**src/rtl/stbc_pkg.sv**
```systemverilog
// +----------------------------------------------------------------------------+
// | stbc_pkg : shared widths, constants and saturating helpers for stbc_encoder |
// | Rev 1.0                                                                    |
// +----------------------------------------------------------------------------+
`default_nettype none

package stbc_pkg;

  localparam int STBC_W       = 16;
  localparam int STBC_Q       = 8;
  localparam int INV_SQRT2_Q8 = 181;

  localparam logic signed [STBC_W-1:0] COMP_MAX = {1'b0, {(STBC_W-1){1'b1}}};
  localparam logic signed [STBC_W-1:0] COMP_MIN = {1'b1, {(STBC_W-1){1'b0}}};

  localparam logic signed [STBC_W+9:0] WIDE_MAX = (STBC_W+10)'(2**(STBC_W-1) - 1);
  localparam logic signed [STBC_W+9:0] WIDE_MIN = (STBC_W+10)'(-(2**(STBC_W-1)));
  localparam logic signed [STBC_W+9:0] SCALE_K  = (STBC_W+10)'(INV_SQRT2_Q8);
  localparam logic signed [STBC_W+9:0] ROUND_K  = (STBC_W+10)'(1 << (STBC_Q-1));

  typedef struct packed {
    logic signed [STBC_W-1:0] r;
    logic signed [STBC_W-1:0] i;
  } cplx_t;

  typedef struct packed {
    logic                     sat;
    logic signed [STBC_W-1:0] v;
  } sat_t;

  function automatic sat_t sat_neg(input logic signed [STBC_W-1:0] v);
    sat_t res;
    res.sat = (v == COMP_MIN);
    res.v   = res.sat ? COMP_MAX : -v;
    return res;
  endfunction

  // Round-half-up multiply by 1/sqrt(2) in Q8, clamped back to W bits.
  function automatic sat_t sat_round(input logic signed [STBC_W-1:0] v);
    logic signed [STBC_W+9:0] p;
    sat_t res;
    p = ($signed({{10{v[STBC_W-1]}}, v}) * SCALE_K + ROUND_K) >>> STBC_Q;
    res.sat = 1'b0;
    res.v   = p[STBC_W-1:0];
    if (p > WIDE_MAX) begin
      res.sat = 1'b1;
      res.v   = COMP_MAX;
    end else if (p < WIDE_MIN) begin
      res.sat = 1'b1;
      res.v   = COMP_MIN;
    end
    return res;
  endfunction

endpackage

`default_nettype wire

```
**src/rtl/stbc_encoder_if.sv**
```systemverilog
// +----------------------------------------------------------------------------+
// | stbc_encoder_if : symbol-in / codeword-slot-out handshake bundle            |
// | Rev 1.0                                                                    |
// +----------------------------------------------------------------------------+
`default_nettype none

interface stbc_encoder_if #(
  parameter int W = 16
);
  logic                in_valid;
  logic                in_ready;
  logic signed [W-1:0] in_r;
  logic signed [W-1:0] in_i;
  logic                out_valid;
  logic                out_ready;
  logic                out_slot;
  logic signed [W-1:0] out_a0_r;
  logic signed [W-1:0] out_a0_i;
  logic signed [W-1:0] out_a1_r;
  logic signed [W-1:0] out_a1_i;

  // master: symbol source and slot sink; slave: the encoder itself
  modport master (
    output in_valid, in_r, in_i, out_ready,
    input  in_ready, out_valid, out_slot, out_a0_r, out_a0_i, out_a1_r, out_a1_i
  );
  modport slave (
    input  in_valid, in_r, in_i, out_ready,
    output in_ready, out_valid, out_slot, out_a0_r, out_a0_i, out_a1_r, out_a1_i
  );
endinterface

`default_nettype wire

```
**src/rtl/stbc_cneg.sv**
```systemverilog
// +----------------------------------------------------------------------------+
// | stbc_cneg : saturating conj(x) or -conj(x) of one complex value             |
// | Rev 1.0                                                                    |
// +----------------------------------------------------------------------------+
`default_nettype none

module stbc_cneg
  import stbc_pkg::*;
(
  input  cplx_t i_x,
  input  logic  i_neg_real,
  output cplx_t o_y,
  output logic  o_sat
);

  sat_t w_nr;
  sat_t w_ni;

  assign w_nr = sat_neg(i_x.r);
  assign w_ni = sat_neg(i_x.i);

  // -conj(x) = (-r, i); conj(x) = (r, -i)
  assign o_y.r = i_neg_real ? w_nr.v : i_x.r;
  assign o_y.i = i_neg_real ? i_x.i  : w_ni.v;
  assign o_sat = i_neg_real ? w_nr.sat : w_ni.sat;

endmodule

`default_nettype wire

```
**src/rtl/stbc_encoder.sv**
```systemverilog
// +----------------------------------------------------------------------------+
// | stbc_encoder : double-buffered Alamouti 2x2 encoder; optional 1/sqrt(2)     |
// | output scaling when STBC_SCALE_EN is defined.  Rev 1.0                      |
// +----------------------------------------------------------------------------+
`default_nettype none

module stbc_encoder
  import stbc_pkg::*;
#(
  parameter int W = STBC_W,
  parameter int Q = STBC_Q
) (
  input  logic                 clk,
  input  logic                 rst,
  input  logic                 flush,
  stbc_encoder_if.slave        bus,
  output logic                 sat_flag
);

  if (W != STBC_W || Q != STBC_Q) begin : g_param_check
    $error("stbc_encoder: W/Q must match the stbc_pkg format");
  end

  cplx_t      r_s1 [2];
  cplx_t      r_s2 [2];
  logic [1:0] r_full;
  logic       r_wbank, r_wslot, r_rbank, r_rslot;
  logic       r_out_valid, r_out_slot, r_sat;
  cplx_t      r_a0, r_a1;

  logic [1:0] w_full_nxt;
  logic       w_in_fire, w_load;
  cplx_t      w_in, w_rs1, w_rs2;
  cplx_t      w_neg_s2, w_conj_s1, w_pre_a0, w_pre_a1, w_nxt_a0, w_nxt_a1;
  logic       w_sat_a0, w_sat_a1, w_pre_sat, w_nxt_sat;

  assign bus.in_ready = ~r_full[r_wbank];
  // flush wins over any same-cycle symbol
  assign w_in_fire    = bus.in_valid & ~r_full[r_wbank] & ~flush;
  assign w_load       = r_full[r_rbank] & (~r_out_valid | bus.out_ready);
  assign w_in         = '{r: bus.in_r, i: bus.in_i};
  assign w_rs1        = r_s1[r_rbank];
  assign w_rs2        = r_s2[r_rbank];

  stbc_cneg u_neg_conj_s2 (.i_x(w_rs2), .i_neg_real(1'b1), .o_y(w_neg_s2),  .o_sat(w_sat_a0));
  stbc_cneg u_conj_s1     (.i_x(w_rs1), .i_neg_real(1'b0), .o_y(w_conj_s1), .o_sat(w_sat_a1));

  assign w_pre_a0  = r_rslot ? w_neg_s2  : w_rs1;
  assign w_pre_a1  = r_rslot ? w_conj_s1 : w_rs2;
  assign w_pre_sat = r_rslot & (w_sat_a0 | w_sat_a1);

`ifdef STBC_SCALE_EN
  sat_t w_sc [4];
  assign w_sc[0]   = sat_round(w_pre_a0.r);
  assign w_sc[1]   = sat_round(w_pre_a0.i);
  assign w_sc[2]   = sat_round(w_pre_a1.r);
  assign w_sc[3]   = sat_round(w_pre_a1.i);
  assign w_nxt_a0  = '{r: w_sc[0].v, i: w_sc[1].v};
  assign w_nxt_a1  = '{r: w_sc[2].v, i: w_sc[3].v};
  assign w_nxt_sat = w_pre_sat | w_sc[0].sat | w_sc[1].sat | w_sc[2].sat | w_sc[3].sat;
`else
  assign w_nxt_a0  = w_pre_a0;
  assign w_nxt_a1  = w_pre_a1;
  assign w_nxt_sat = w_pre_sat;
`endif

  // Set and clear never hit the same bank: a full bank is never the write bank.
  always_comb begin
    w_full_nxt = r_full;
    if (w_in_fire && r_wslot) w_full_nxt[r_wbank] = 1'b1;
    if (w_load && r_rslot)    w_full_nxt[r_rbank] = 1'b0;
  end

  always_ff @(posedge clk) begin
    if (w_in_fire) begin
      if (r_wslot) r_s2[r_wbank] <= w_in;
      else         r_s1[r_wbank] <= w_in;
    end
  end

  always_ff @(posedge clk or negedge rst) begin
    if (!rst) begin
      r_full      <= 2'b00;
      r_wbank     <= 1'b0;
      r_wslot     <= 1'b0;
      r_rbank     <= 1'b0;
      r_rslot     <= 1'b0;
      r_out_valid <= 1'b0;
      r_out_slot  <= 1'b0;
      r_a0        <= '0;
      r_a1        <= '0;
      r_sat       <= 1'b0;
    end else begin
      r_full <= w_full_nxt;
      if (flush) begin
        r_wslot <= 1'b0;
      end else if (w_in_fire) begin
        r_wslot <= ~r_wslot;
        if (r_wslot) r_wbank <= ~r_wbank;
      end
      if (w_load) begin
        r_out_valid <= 1'b1;
        r_out_slot  <= r_rslot;
        r_a0        <= w_nxt_a0;
        r_a1        <= w_nxt_a1;
        r_rslot     <= ~r_rslot;
        if (r_rslot) r_rbank <= ~r_rbank;
        if (w_nxt_sat) r_sat <= 1'b1;
      end else if (bus.out_ready) begin
        r_out_valid <= 1'b0;
      end
    end
  end

  assign bus.out_valid = r_out_valid;
  assign bus.out_slot  = r_out_slot;
  assign bus.out_a0_r  = r_a0.r;
  assign bus.out_a0_i  = r_a0.i;
  assign bus.out_a1_r  = r_a1.r;
  assign bus.out_a1_i  = r_a1.i;
  assign sat_flag      = r_sat;

endmodule

`default_nettype wire

```
**src/flat_wrapper.sv**
```systemverilog
// flat-port wrapper written by rule: the top's interface ports become plain ports
module stbc_encoder_flat import stbc_pkg::*;
#(
  parameter int W = STBC_W,
  parameter int Q = STBC_Q
)
  (clk, rst, flush, sat_flag, bus_in_valid, bus_in_r, bus_in_i, bus_out_ready, bus_in_ready, bus_out_valid, bus_out_slot, bus_out_a0_r, bus_out_a0_i, bus_out_a1_r, bus_out_a1_i);
  stbc_encoder_if #(.W(W)) bus_i ();
  input  logic clk;
  input  logic rst;
  input  logic flush;
  output logic sat_flag;
  input wire logic [$bits(bus_i.in_valid)-1:0] bus_in_valid;
  input wire logic [$bits(bus_i.in_r)-1:0] bus_in_r;
  input wire logic [$bits(bus_i.in_i)-1:0] bus_in_i;
  input wire logic [$bits(bus_i.out_ready)-1:0] bus_out_ready;
  output wire logic [$bits(bus_i.in_ready)-1:0] bus_in_ready;
  output wire logic [$bits(bus_i.out_valid)-1:0] bus_out_valid;
  output wire logic [$bits(bus_i.out_slot)-1:0] bus_out_slot;
  output wire logic [$bits(bus_i.out_a0_r)-1:0] bus_out_a0_r;
  output wire logic [$bits(bus_i.out_a0_i)-1:0] bus_out_a0_i;
  output wire logic [$bits(bus_i.out_a1_r)-1:0] bus_out_a1_r;
  output wire logic [$bits(bus_i.out_a1_i)-1:0] bus_out_a1_i;
  assign bus_i.in_valid = bus_in_valid;
  assign bus_i.in_r = bus_in_r;
  assign bus_i.in_i = bus_in_i;
  assign bus_i.out_ready = bus_out_ready;
  assign bus_in_ready = bus_i.in_ready;
  assign bus_out_valid = bus_i.out_valid;
  assign bus_out_slot = bus_i.out_slot;
  assign bus_out_a0_r = bus_i.out_a0_r;
  assign bus_out_a0_i = bus_i.out_a0_i;
  assign bus_out_a1_r = bus_i.out_a1_r;
  assign bus_out_a1_i = bus_i.out_a1_i;
  stbc_encoder #(.W(W), .Q(Q)) u_core (.clk(clk), .rst(rst), .flush(flush), .bus(bus_i), .sat_flag(sat_flag));
endmodule
```
**config.mk**
```make
export PLATFORM = sky130hd
export DESIGN_NAME = stbc_encoder_flat
export DESIGN_NICKNAME = d
export VERILOG_FILES = /design/src/rtl/stbc_pkg.sv /design/src/rtl/stbc_encoder_if.sv /design/src/rtl/stbc_cneg.sv /design/src/rtl/stbc_encoder.sv /design/src/flat_wrapper.sv
export SDC_FILE = /design/constraint.sdc
export NUM_CORES = 1
export LEC_CHECK = 0
export CAP_MARGIN = 15
export CELL_PAD_IN_SITES_DETAIL_PLACEMENT = 1
export CELL_PAD_IN_SITES_GLOBAL_PLACEMENT = 2
export CORE_ASPECT_RATIO = 1.25
export CORE_MARGIN = 4
export CORE_UTILIZATION = 30
export CTS_BUF_LIST = sky130_fd_sc_hd__clkbuf_4 sky130_fd_sc_hd__clkbuf_8 sky130_fd_sc_hd__clkbuf_16
export CTS_CLUSTER_DIAMETER = 100
export CTS_CLUSTER_SIZE = 12
export DETAILED_ROUTE_END_ITERATION = 7
export PLACE_DENSITY = 0.69
export SETUP_SLACK_MARGIN = 0.02
export SYNTH_ARGS = -nofsm -noshare
export SYNTH_HDL_FRONTEND = slang
export SYNTH_SLANG_ARGS = --single-unit
```
**constraint.sdc**
```tcl
create_clock -name clk -period 3.9 [get_ports clk]
set_input_delay 0.78 -clock clk [delete_from_list [all_inputs] [get_ports clk]]
set_output_delay 0.78 -clock clk [all_outputs]
set_load 0.01 [all_outputs]
```
==> impl_results.md <==
* Final instance area at 10900 um^2
* Area Overhead vs Synth at 24.0%
* Cts bufs inserted at 20
* DRT iter0 DRCs at about 290
* Cell taking the most area after synthesis: edfxtp_1
* Worst Setup Start Kind: flop
* Critical path fanouts, max at 43
* Post-synthesis instance total at 683
* Int Pwr at around 5400 uW
* Hold/Removal Path Class: in -> async
* Hold-fix buffer count after cts at 0
* CP Launch Point: u_core.r_rbank$_DFFE_PN0N_
* Post-synth top cells: edfxtp_1, dfrtp_1, nand2_1, nor2_1, o21ai_1
* Tcrit/Tclk final at 79.5%
* Synth Flop Type: edfxtp_1
* Synth warn at 0
* LEAKAGE at 0.00396 uW
* Max Clock Freq at 0.322 GHz
* DRC at 0
* Fillers at 3021
* Die Y at 200 um
* Clk slew on worst S/H paths at around 70 ps
* Switch Pwr at between 2000 and 3000 uW
* Routability congestion estimate at 0.806
* Clock Power Share at a little under a quarter
* RSZ-0062 raised after global routing: no
* Max Slew Vio Count at 0
* PD cells at 763 nW/um^2
* Initial antenna violation count at 0
* Part of the power in combinational logic at between 30% and 40%
* Post-synthesis area per instance at about 13 um^2
* Slowest-stage cell, CP: dfrtp_4
* Max_slew headroom at 29.6%
* Worst Setup End Kind: flop
* Post-synthesis sequential area ratio at 64.2%
* Final nets at roughly 800
* Layout Skew at 13.0 ps
* IO buf count at 104
* Number of detailed-route iterations in the first pass at 4
* Clk Latency, worst-skew pair at 490 ps
* Synthesized flop and latch total at about 200
* Classification of the worst setup path: reg -> reg
* Hold WS at around 450 ps
* Total core area at roughly 29000 um^2
* Final std cells w/o fill at ~1200
* Die area at 32200 um^2
* Syn Nets at around 720
* GRT Total Usage at between 10% and 20%
* Ranking of synthesized cells by area: edfxtp_1, dfrtp_1, mux2i_1
* Placed cells at between 1000 and 1500
* Crit path required time at around 4300 ps
* Asr flop ratio synth at between 30 and 40%
* Final core utilization at a little under two fifths
* Worst path bufs/invs at 1
* First-pass GRT wire length at ~37000 um
* RR Startpoint: u_core.r_rbank$_DFFE_PN0N_
* Worst Path Arrival at 3520 ps
* Library cells used by synthesis at 67
* # Post-CTS Setup Buffers at 0
* Pin slew with the least headroom to its limit at around 1100 ps
* Outcome: completed
* Number of synthesized flops with an enable pin at around 130
* Worst vdd rail ir drop at around 0.32 mV
* TritonCTS clock tree: done
* DP Wirelength at around 16000 um
* Post-route ant nets at 0
* Layout cell share with drive strength beyond 1 at between 10% and 20%
* WL/cell at roughly 20 um
* Die X at around 160 um
* # diodes at 0
* Critical Path Max Stage Delay at 810 ps
* Hold Vio Cnt, Final at 0
* CP cell instances: mux2i_1, ha_1, inv_1, a221o_1, o31ai_4, o21ba_1, o21ai_1
* CP top delay family: compound AO/OA/AOI/OAI gates
* Initial core utilization at 30.7%
* Top-count cell post-synth: edfxtp_1
* GRT overflow at 0
* Area of placed instances at ~10000 um^2
* I/O pins at between 100 and 150
* Drt via density at roughly 5
* Min cycle time layout at 3100 ps
* Setup TNS at 0 ps
* Row Count at 69
* # setup viols final at 0
* Root Buffer: clkbuf_16
* Switching Fraction at a little over a third
* Largest net degree at the start of global routing at 74
* TritonCTS Sinks at 201
* Routed vias at approximately 5800
* H-tree levels at 1
* Mapped Area at 8830 um^2
* Routed WL at ~23000 um
* Post-CTS sizing at 0
* Vias in the first global route at 6429
* Sequential power share at just under 40%
* CTS Buffer Depth at 3
* Max-Cap Viols at 0
* Synth top area share at 43.5%
## registers in the layout (all words and copies together), names as in the netlist
register	cells
u_core.r_rbank	1
u_core.bus.out_a0_r	16
u_core.bus.out_a1_i	16
u_core.bus.out_valid	1
u_core.bus.out_a0_i	16
u_core.r_rslot	1
u_core.r_s1	64
u_core.r_full	2
u_core.r_wslot	1
u_core.r_s2	64
u_core.bus.out_a1_r	16
u_core.r_wbank	1
u_core.bus.out_slot	1
u_core.sat_flag	1
## power by group through the flow
| stage | Sequential (uW) | Combinational (uW) | Clock, uW |
|---|---|---|---|
| floorplan | 3190 | 1930 | 0 |
| global placement | 3260 | 3240 | 0 |
| detailed placement | 3270 | 3290 | 0 |
| CTS | 3240 | 3300 | 1960 |
| global route | 3290 | 3580 | 2050 |
| finish | 3230 | 3230 | 1890 |
## layer usage
metal	vias to the layer above	track usage, %	share of wire [%]
li1	2749	-	-
met1	2922	18.6	44
met2	95	25.7	51
met3	24	1.85	3.5
met4	0	3.63	1.8
met5	-	0	0
## cell type report
cell class              instances  area, um^2  area share [%]
well taps                     390         488            4.46
inverters                       5        18.8           0.171
clock buffers                  35         631            5.76
flip-flops and latches        201        5680            51.8
multi-input cells             438        2980            27.2
clock inverters                 1        5.00          0.0457
repair buffers                116        1150            10.5
## path summary, 6_finish.rpt
path | to | slack [ps] | depth (start not counted)
min in group clk | u_core.bus.out_a0_i[10]$_DFFE_PN0P_ | 480 | 2
worst min register to register | u_core.bus.out_a0_i[10]$_DFFE_PN0P_ | 480 | 2
worst min-delay path | u_core.bus.out_a0_i[12]$_DFFE_PN0P_ | 450 | 1
max in group asynchronous | u_core.r_rbank$_DFFE_PN0N_ | 2650 | 1
worst max register to register | u_core.bus.out_a0_r[7]$_DFFE_PN0P_ | 800 | 7
worst max-delay path | u_core.bus.out_a0_r[7]$_DFFE_PN0P_ | 800 | 7
## through the flow
step	setup WS, ps	power (uW)
after floorplan	228	5120
after global placement	825	6500
after detailed placement	804	6570
after CTS	781	8500
after global routing	509	8930
final	798	8350
## cells in the final DEF (no fill, tap or decap), drive strengths merged, types with 3 or more instances in the layout
| cell | count |
|---|---|
| edfxtp | 128 |
| clkdlybuf4s50 | 103 |
| dfrtp | 73 |
| nand2 | 72 |
| o21ai | 55 |
| nor2 | 46 |
| mux2i | 40 |
| a21oi | 38 |
| clkbuf | 35 |
| mux2 | 28 |
| nor3 | 18 |
| xnor2 | 13 |
| o22ai | 13 |
| buf | 13 |
| nor2b | 8 |
| nor4 | 8 |
| nor3b | 7 |
| a211oi | 7 |
| o31ai | 7 |
| xor2 | 6 |
| nor4b | 6 |
| a21o | 5 |
| mux4 | 5 |
| inv | 4 |
| a2111oi | 4 |
| or3 | 4 |
| nand3 | 3 |
| or4 | 3 |
| or4b | 3 |
| a221o | 3 |
| or2 | 3 |
## cell families (layout without fill, tap and decap cells)
kind of cell | Yosys count | in the layout | synth area share, %
multiplexers | 73 | 73 | 9.38
adder cells (fa/ha/maj) | 2 | 2 | 0.283
AND/OR/NAND/NOR | 192 | 192 | 11.0
XOR/XNOR | 19 | 19 | 1.89
AO/OA/AOI/OAI | 152 | 152 | 10.9
buffers and inverters | 44 | 157 | 2.35
flip-flops | 201 | 201 | 64.2
Power figures use the tool's default switching activity.
